$ cat config.mk
export PLATFORM = sky130hd
export DESIGN_NAME = memory_responder
export DESIGN_NICKNAME = d
export VERILOG_FILES = /design/src/rtl/memory_responder.sv
export SDC_FILE = /design/constraint.sdc
export NUM_CORES = 1
export LEC_CHECK = 0
export ABC_AREA = 1
export CAP_MARGIN = 30
export CORE_AREA = 2 2 102 104
export CTS_BUF_LIST = sky130_fd_sc_hd__clkbuf_4
export CTS_CLUSTER_DIAMETER = 40
export DETAILED_ROUTE_END_ITERATION = 10
export DIE_AREA = 0 0 104 106
export PLACE_DENSITY = 0.78
export SYNTH_ARGS = -nofsm -noshare
export SYNTH_HDL_FRONTEND = slang
export SYNTH_SLANG_ARGS = --single-unit
$ cat constraint.sdc
create_clock -name clk -period 2.3 [get_ports clk]
set_clock_uncertainty 0.05 [all_clocks]
set_input_delay 0.46 -clock clk [delete_from_list [all_inputs] [get_ports clk]]
set_output_delay 0.46 -clock clk [all_outputs]
set_load 0.01 [all_outputs]
$ cat src/rtl/memory_responder.sv
// memory_responder: 16x8 RAM behind a 4-bit MAR; reads are registered with 1-cycle latency, requests are levels with no backpressure.
// Optional bus write path and conflict flag are compiled in with RAM_WRITE_EN.
module memory_responder (
   input  logic       clk,
   input  logic       rst_n,
   input  logic       mar_load,
   input  logic       ram_read,
`ifdef RAM_WRITE_EN
   input  logic       ram_write,
`endif
   input  logic [7:0] bus_in,
   input  logic       prog_we,
   input  logic [3:0] prog_addr,
   input  logic [7:0] prog_data,
   output logic [7:0] bus_out,
   output logic       bus_drive,
   output logic       data_valid,
   output logic [3:0] mar_q,
   output logic       req_err
);

   typedef enum logic [1:0] {
      IDLE  = 2'd0,
`ifdef RAM_WRITE_EN
      WRITE = 2'd2,
`endif
      READ  = 2'd1
   } state_t;

   state_t     state_q, state_d;
   logic [3:0] mar_d;
   logic [7:0] bus_out_q, bus_out_d;
   logic       bus_drive_q, bus_drive_d;
   logic       data_valid_q, data_valid_d;
   logic [7:0] mem_q [16];
   logic [7:0] rd_dat;

`ifdef RAM_WRITE_EN
   logic       req_err_q, req_err_d;
   logic       ram_wr_en;
`else
   logic       bus_hi_unused;
   assign bus_hi_unused = ^bus_in[7:4];
`endif

   assign rd_dat     = mem_q[mar_q];
   assign bus_out    = bus_out_q;
   assign bus_drive  = bus_drive_q;
   assign data_valid = data_valid_q;

   always_comb begin
      state_d      = state_q;
      mar_d        = mar_q;
      bus_out_d    = bus_out_q;
      bus_drive_d  = 1'b0;
      data_valid_d = 1'b0;
`ifdef RAM_WRITE_EN
      ram_wr_en    = 1'b0;
      req_err_d    = req_err_q | (ram_read & ram_write);
`endif
      if (mar_load) begin
         mar_d = bus_in[3:0];
      end
      case (state_q)
         IDLE: begin
            // A read requested together with a MAR load waits one edge so it sees the new address.
            if (ram_read && !mar_load) begin
               state_d      = READ;
               bus_out_d    = rd_dat;
               bus_drive_d  = 1'b1;
               data_valid_d = 1'b1;
            end
`ifdef RAM_WRITE_EN
            else if (ram_write && !ram_read && !mar_load) begin
               state_d   = WRITE;
               ram_wr_en = 1'b1;
            end
`endif
         end
         READ: begin
            if (!ram_read) begin
               state_d = IDLE;
            end else if (mar_load) begin
               // Keep owning the bus but flag the stale data until the new address is read.
               bus_drive_d = 1'b1;
            end else begin
               bus_out_d    = rd_dat;
               bus_drive_d  = 1'b1;
               data_valid_d = 1'b1;
            end
         end
`ifdef RAM_WRITE_EN
         WRITE: begin
            state_d = IDLE;
         end
`endif
         default: begin
            state_d = IDLE;
         end
      endcase
   end

   always_ff @(posedge clk or negedge rst_n) begin
      if (!rst_n) begin
         state_q      <= IDLE;
         mar_q        <= 4'h0;
         bus_out_q    <= 8'h00;
         bus_drive_q  <= 1'b0;
         data_valid_q <= 1'b0;
      end else begin
         state_q      <= state_d;
         mar_q        <= mar_d;
         bus_out_q    <= bus_out_d;
         bus_drive_q  <= bus_drive_d;
         data_valid_q <= data_valid_d;
      end
   end

`ifdef RAM_WRITE_EN
   always_ff @(posedge clk or negedge rst_n) begin
      if (!rst_n) begin
         req_err_q <= 1'b0;
      end else begin
         req_err_q <= req_err_d;
      end
   end

   assign req_err = req_err_q;
`else
   assign req_err = 1'b0;
`endif

   // Storage survives reset; prog_we takes priority over a bus write to the same address.
   always_ff @(posedge clk) begin
`ifdef RAM_WRITE_EN
      if (ram_wr_en) begin
         mem_q[mar_q] <= bus_in;
      end
`endif
      if (prog_we) begin
         mem_q[prog_addr] <= prog_data;
      end
   end

endmodule

# Yosys cells after proc, flatten, opt, wreduce, memory -nomap -nowiden
# Memories as Yosys holds them, arrays and structs flattened.
# Cells that the tools add are included.
totals:
  reg_bits: 16
  ram_bits: 128
  inputBits: 25
  out_inout_bits: 15
  wordCells: 32
  memories: 1
classes:
  n_eq_ne: 5
  n_mux: 15
  reduce_logical: 6
mem_list:
  columns: ["memory", "depth", "width", "rd", "rd_ports_with_merged_regs", "write_ports", "line_no", "source"]
  rows:
  - ["mem_q", 16, 8, 1, 0, 1, "35", "logic [7:0] mem_q [16];"]
op_table:
  columns: ["operator", "n"]
  rows:
  - ["$mux 8", 3]
  - ["$pmux 8 s2", 1]
  - ["$ne 2x2->1 const B", 4]
  - ["$mux 1", 6]
  - ["$mux 2", 2]
  - ["$pmux 1 s2", 2]
  - ["$pmux 2 s2", 1]
  - ["$reduce_and 4->1", 1]
  - ["$eq 2x1->1 const B", 1]
  - ["$logic_not 2->1", 1]
  - ["$reduce_and 2->1", 1]
  - ["$reduce_bool 2->1", 1]
  - ["$logic_and 1x1->1", 1]
  - ["$logic_not 1->1", 1]

# Depth between registers and ports, before layout
logic_depth:
  ltp_word: 4
  mapped_depth: 11
  depth_no_buf: 9

# Least setup slack after synthesis
# No wires, ideal clock.
synth_path:
  path_kind: "input to register"
  from: "input port prog_we"
  to: "memory mem_q[0][0] (enable)"
  setup_time_ns: 0.383
  t_arrival_ns: 1.283
  required_ns: 1.867
  path_slack_ns: 0.584
  cell_stages: 2
  n_path_buf: 0
  path_cell_list: "clkinv_1 -> nor3_1"
synth_between:
  elab_chain_cells: 2
synth_lines:
  columns: ["element", "line_no", "source"]
  rows:
  - ["from (decl)", "12", "input logic prog_we,"]
  - ["$mux 1", "140", "if (prog_we) begin"]
  - ["$mux 1 (implied by the code)", "141", "mem_q[prog_addr] <= prog_data;"]
  - ["to (decl)", "35", null]
# Every way passes these cells.

# Final worst setup path
layout_path:
  from: "register mar_q[3]"
  to: "output port mar_q[3]"
layout_rtl:
  columns: ["element", "line_no", "source"]
  rows:
  - ["from (decl)", "18", "output logic [3:0] mar_q,"]
  - ["from (signal assigned)", "112", "mar_q <= mar_d;"]
# No word-level cell between the ends.

==> impl_metrics.csv <==
group,metric,value,unit
status,outcome,"finished clean",
synth,number_of_synthesized_flops_with_an_enable_pin,128,
critical_path,cp_data_required_time,1.79,ns
drt,drt-pass1-iter-count,5,
drt,first_iter_violations,399,
critical_path,crit_arrival,1.62,ns
timing,maxClockFrequency,0.471,GHz
floorplan,vertical_die_dimension,106,µm
synth,ys_seq_area_share,72.1,%
drt,dr_vias,3962,
timing,max_slew_margin,52.3,%
layout,final_cells,704,
critical_path,path_buf_inv,1,
critical_path,start_kind,"register",
global_routing,grt_antenna_before_repair,0,
drt,routed_wirelength,12.2,mm
floorplan,core_region_area,10000,µm²
timing,report.final.slew_viol_count,0,
place,io_buffer_count,34,
global_routing,first_global_vias,3685,
place,cell_area_after_placement,6340,µm²
place,placedCellCount,672,
cts,root_buffer,"sky130_fd_sc_hd__clkbuf_4",
layout,finalCoreUtilization,66.6,%
place,globalplace.congestion,0.827,
timing,finalWorstSetupSlack,0.175,ns
cts,cts_htree_levels,4,
critical_path,timing.critical_path.to_type,"primary output",
synth,synth_warnings,0,
critical_path,timing.critical_path.cells,"clkdlybuf4s50_1",
synth,postSynth.asyncResetShare,10.5,%
critical_path,cp_max_fo,10,
hold_path,holdCritPathClass,"in -> async",
floorplan,design.die.area,11000,µm²
critical_path,cp_slowest_cell,"sky130_fd_sc_hd__clkdlybuf4s50_1",
critical_path,setup.worst_path.class,"reg -> out",
cts,sinks_on_clock_net,143,
layout,post_route_design_area,6660,µm²
layout,antenna_cell_count,0,
floorplan,placement_rows,37,
cts,cts.reportedPaths.clkPinSlew,0.12,ns
synth,mappedNetlistNets,531,
power_and_ir_drop,powerDensity,793,nW/µm²
drt,remaining_drc_errors,0,
power_and_ir_drop,design_power_total,5.28,mW
global_routing,grt_start_max_net_pins,66,
floorplan,die-width,104,µm
drt,post_drt_via_cell_ratio,5.63,
synth,ys.flop_type,"sky130_fd_sc_hd__edfxtp_1",
timing,finalHoldViolations,0,
power_and_ir_drop,power.leakage,2.56,nW
critical_path,max_stage_delay,0.58,ns
place,pre_cts_ws,0.223,ns
timing,tns,0,ns
layout,num-fill-cells,749,
place,place.detailed.hpwl,7.47,mm
cts,worstSkewPairLatency,0.54,ns
timing,post-route-period-util,92.4,%
synth,avgSynthCellArea,11.6,µm²
global_routing,grt-ovfl-total,0,
layout,multi_input_area,1370,µm²
timing,tightestPinTransition,0.713,ns
cts,number_of_buffers_added_by_the_clock_tree_synthesis_step,17,
floorplan,initial_util,58.5,%
cts,cts-hold-fix-buffers,0,
power_and_ir_drop,peak_vdd_ir,328,µV
drt,drt-wirelength-per-cell,17.3,µm
layout,area_delta_synth_final,13.8,%
synth,syn_inst,506,
layout,count_of_nets_after_finishing,580,
timing,hold_ws,0.242,ns
timing,setup_viol_count_final,0,
timing,rsz_0062_raised_after_global_routing,"false",
cts,ctsLongestPathBuffers,2,
synth,ys_ff_latch,143,
synth,synth.distinct_cells,15,
run,max_cap_check_violation_count,0,
layout,final_layout_size_suffix_gt1_share,10.2,%
floorplan,floorplan.io_pins,40,
timing,finalCriticalPeriod,2.13,ns
drt,ant_nets,0,
global_routing,grt_util_all_layers,23.2,%
cts,cts_tree,"yes",
critical_path,path_delay_family,"buffers and inverters",
synth,synth.cell_area,5850,µm²
layout,area.sequential,4220,µm²
global_routing,wire_length_of_the_first_global_routing_pass,18.8,mm
==> synthesized netlist by cell type, types with 4 or more instances <==
master,count,area [µm²]
sky130_fd_sc_hd__buf_2,12,60.1
sky130_fd_sc_hd__buf_4,4,30.0
sky130_fd_sc_hd__buf_6,11,124
sky130_fd_sc_hd__dfrtp_1,15,375
sky130_fd_sc_hd__edfxtp_1,128,3840
sky130_fd_sc_hd__inv_1,5,18.8
sky130_fd_sc_hd__nand2_1,205,769
sky130_fd_sc_hd__nand3_1,98,490
sky130_fd_sc_hd__nor2_1,8,30.0
sky130_fd_sc_hd__nor3_1,8,40.0
sky130_fd_sc_hd__o21ai_0,4,20.0
==> sequential cells by signal, summed over array words and instances, names as in the netlist <==
register,cells
mem_q,128
bus_drive,1
data_valid,1
bus_out,8
mar_q,4
state_q,1
==> worst paths after layout <==
kind	slack (ns)	to	cells past startpoint	from
setup reg to reg	0.55	bus_out[2]	8	mar_q[1]
min in group clk	0.43	mar_q[0]	3	bus_in[0]
setup / recovery	0.17	mar_q[3]	1	mar_q[3]
max in group asynchronous	1.52	mar_q[3]	1	rst_n
hold reg to reg	0.44	bus_drive	2	state_q[0]
hold / removal	0.24	bus_out[3]	1	rst_n
==> layer usage <==
layer / share of wire [%] / vias to the layer above / track usage [%]
li1: - / 1837 / -
met1: 40 / 1913 / 28.4
met2: 50 / 181 / 37.5
met3: 7.6 / 31 / 7.30
met4: 3.3 / 0 / 11.7
met5: 0 / - / 0
==> cells in the final DEF, fill, tap and decap left out, drive strengths merged <==
cell type and count:
bufinv 4, clkbuf 19, nand2 205, clkinv 10
clkinvlp 2, o21ai 4, nand3 98, conb 1
clkdlybuf4s50 34, buf 23, inv 8, edfxtp 128
dfrtp 15, nor3 8, nor2 9
==> cells by family after synthesis <==
logic type,count (synthesis),share of synthesized area (%)
AND/OR/NAND/NOR,320,23.1
flip-flops,143,72.1
buffers and inverters,38,4.36
AO/OA/AOI/OAI,4,0.342
other,1,0.0641
==> report_power, final <==
part	switching (mW)	leakage [nW]	internal (mW)
Combinational	0.397	1.06	0.232
Clock	0.830	0.165	0.871
Sequential	0.0366	1.34	2.91
Total	1.26	2.56	4.02
==> final cells by class <==
| cell class | count | share of cell area (%) |
|---|---|---|
| inverters | 11 | 0.620 |
| repair buffers | 57 | 8.08 |
| multi-input cells | 325 | 20.6 |
| well taps | 136 | 2.56 |
| flip-flops and latches | 143 | 63.4 |
| clock inverters | 13 | 2.56 |
| clock buffers | 19 | 2.14 |
==> repair_timing <==
| item | 4_1_cts | 5_1_grt |
|---|---|---|
| endpoints found under the setup margin | 0 | 1 |
| buffers inserted | 0 | 0 |
| gates resized for setup | 0 | 1 |
(Power assumes the default switching activity.)
==> patch: new RTL, same settings <==
Register the input `prog_data` before use, without a reset. The logic sees it one clock later. The other inputs are not delayed to match.
--- a/src/rtl/memory_responder.sv
+++ b/src/rtl/memory_responder.sv
@@ -27,4 +27,10 @@
       READ  = 2'd1
    } state_t;
+
+   logic [7:0] prog_data_q;
+
+   always_ff @(posedge clk) begin
+      prog_data_q <= prog_data;
+   end
 
    state_t     state_q, state_d;
@@ -139,5 +145,5 @@
 `endif
       if (prog_we) begin
-         mem_q[prog_addr] <= prog_data;
+         mem_q[prog_addr] <= prog_data_q;
       end
    end
Function: changed (Yosys sat finds a counterexample within 4 cycles, from zero or initial values and one cycle with rst_n low).
==> patch against the unedited design <==
First-iteration DRC count up 2.3%; count of clock-buffer cells in the layout shrank 1; combinational power down 11%; power up 0.49%; synthesized cell count is 1.6% higher; sequential share of layout area grew 1.1 points; wire length down 5.7%; design area increased by 2.0%; critical endpoint unchanged; area after synthesis is 2.7% higher; maximum frequency is 1.5% higher; sequential cell count rose by 8; worst setup slack improved by 0.032 ns.
==> patch: results (changes against the unedited design) <==
- First-pass GRT wire length: 18500 um (was 18800 um)
- VDD IR-drop max: 0.000527 V (was 0.000328 V)
- Placed insts: 681 (was 672)
- H-Tree Level Count: 4 (unchanged)
- Avg WL per Cell: 16.2 um (was 17.3 um)
- WL met3: 906 um (was 926 um)
- EDFF count, synth: 128 (unchanged)
- Initial antenna violation count: 0 (unchanged)
- Pleak: 2.60 nW (was 2.56 nW)
- Largest net degree at the start of global routing: 65 (was 66)
- # diodes: 0 (unchanged)
- Cell variety after synth: 17 (was 15)
- Filler cells: 748 (was 749)
- Worst r2r path cells: 8 (unchanged)
- Post-synthesis sequential area ratio: 72.9% (was 72.1%)
- Clk root buf: clkbuf_4 (unchanged)
- Post-DRT Antenna Nets: 0 (unchanged)
- Flop2flop setup slack: 0.42 ns (was 0.55 ns)
- R2r startpoint: mar_q[2] (was mar_q[1])
- Non-filler instance count after layout: 712 (was 704)
- Highest Signal Layer: met4 (unchanged)
- Share of post-route cells with drive strength above 1: 9.20% (was 10.2%)
- Clock latency at the later pin of the worst-skew pair: 0.52 ns (was 0.54 ns)
- RR Endpoint: bus_out[5] (was bus_out[2])
- Synth Net Count: 539 (was 531)
- Syn Inst Count: 514 (was 506)
- Status: finished clean (unchanged)
- Synth area leaders: edfxtp_1, nand2_1, nand3_1 (unchanged)
- First DRT Iteration DRCs: 408 (was 399)
- Largest fanout on the critical path: 10 (unchanged)
- CTS buffer count: 17 (unchanged)
- Post-DP Area: 6490 sq um (was 6340 sq um)
- Nets: 589 (was 580)
- Wl on met1: 4790 um (was 4830 um)
- Power Density: 782 nW/um^2 (was 793 nW/um^2)
- Top post-synthesis cells by count: nand2_1, edfxtp_1, nand3_1, dfrtp_1, buf_6 (was nand2_1, edfxtp_1, nand3_1, dfrtp_1, buf_2)
- Ys async rst share: 9.93% (was 10.5%)
- Vias per cell: 5.43 (was 5.63)
- Total track usage: 22.7% (was 23.2%)
- WL met2: 5550 um (was 6060 um)
- Largest Register: mem_q (unchanged)
- Final Worst Setup Slack: 0.207 ns (was 0.175 ns)
- Pre-CTS WS: 0.248 ns (was 0.223 ns)
- Actual slew at the worst max-slew pin: 0.750 ns (was 0.713 ns)
- Max FFs per register: 128 (unchanged)
- Number of global-route vias before repair: 3812 (was 3685)
- Hold WC Path Type: in -> async (unchanged)
- Detailed placement HPWL: 7440 um (was 7470 um)
- CP arrival: 1.58 ns (was 1.62 ns)
- GP Congestion: 0.846 (was 0.827)
[patch: final cells by class]
type / count / area share, %
sequential: 151 / 64.6
tap: 136 / 2.51
timing repair buffer: 58 / 7.85
clock buffer: 18 / 1.99
multi-input combinational: 325 / 20.1
clock inverter: 13 / 2.38
inverter: 11 / 0.608
[patch: metal layers]
metal	global-route usage (%)	vias to the layer above
li1	-	1861
met1	28.5	1812
met2	37.5	169
met3	6.38	22
met4	9.46	0
met5	0	-
[patch: worst min path at each step]
stage | startpoint | end | slack (ns) | cells past startpoint
CTS | rst_n | bus_out[6] | 0.23 | 1
global route | rst_n | mar_q[2] | 0.26 | 1
floorplan | rst_n | bus_drive | 0.11 | 0
finish | rst_n | mar_q[1] | 0.25 | 1
detailed placement | state_q[0] | state_q[0] | 0.41 | 2
global placement | state_q[0] | state_q[0] | 0.41 | 2
[patch: cell families (layout without fill, tap and decap cells)]
| logic type | after synthesis | count (layout) | share of synthesized area, % |
|---|---|---|---|
| AND/OR/NAND/NOR | 320 | 320 | 22.3 |
| buffers and inverters | 38 | 100 | 4.39 |
| other | 1 | 1 | 0.0624 |
| AO/OA/AOI/OAI | 4 | 4 | 0.333 |
| flip-flops | 151 | 151 | 72.9 |
[patch: repair_timing]
item                                   4_1_cts  5_1_grt
resized for setup                            0        1
buffers inserted                             0        0
endpoints found under the hold margin        0        0
setup endpoints to repair                    0        1
[patch: report_power, final]
| part | total (mW) | leakage [nW] | internal (mW) | switching, mW |
|---|---|---|---|---|
| sequential | 3.09 | 1.41 | 3.02 | 0.0636 |
| clock | 1.66 | 0.151 | 0.844 | 0.818 |
| combinational | 0.558 | 1.04 | 0.221 | 0.337 |
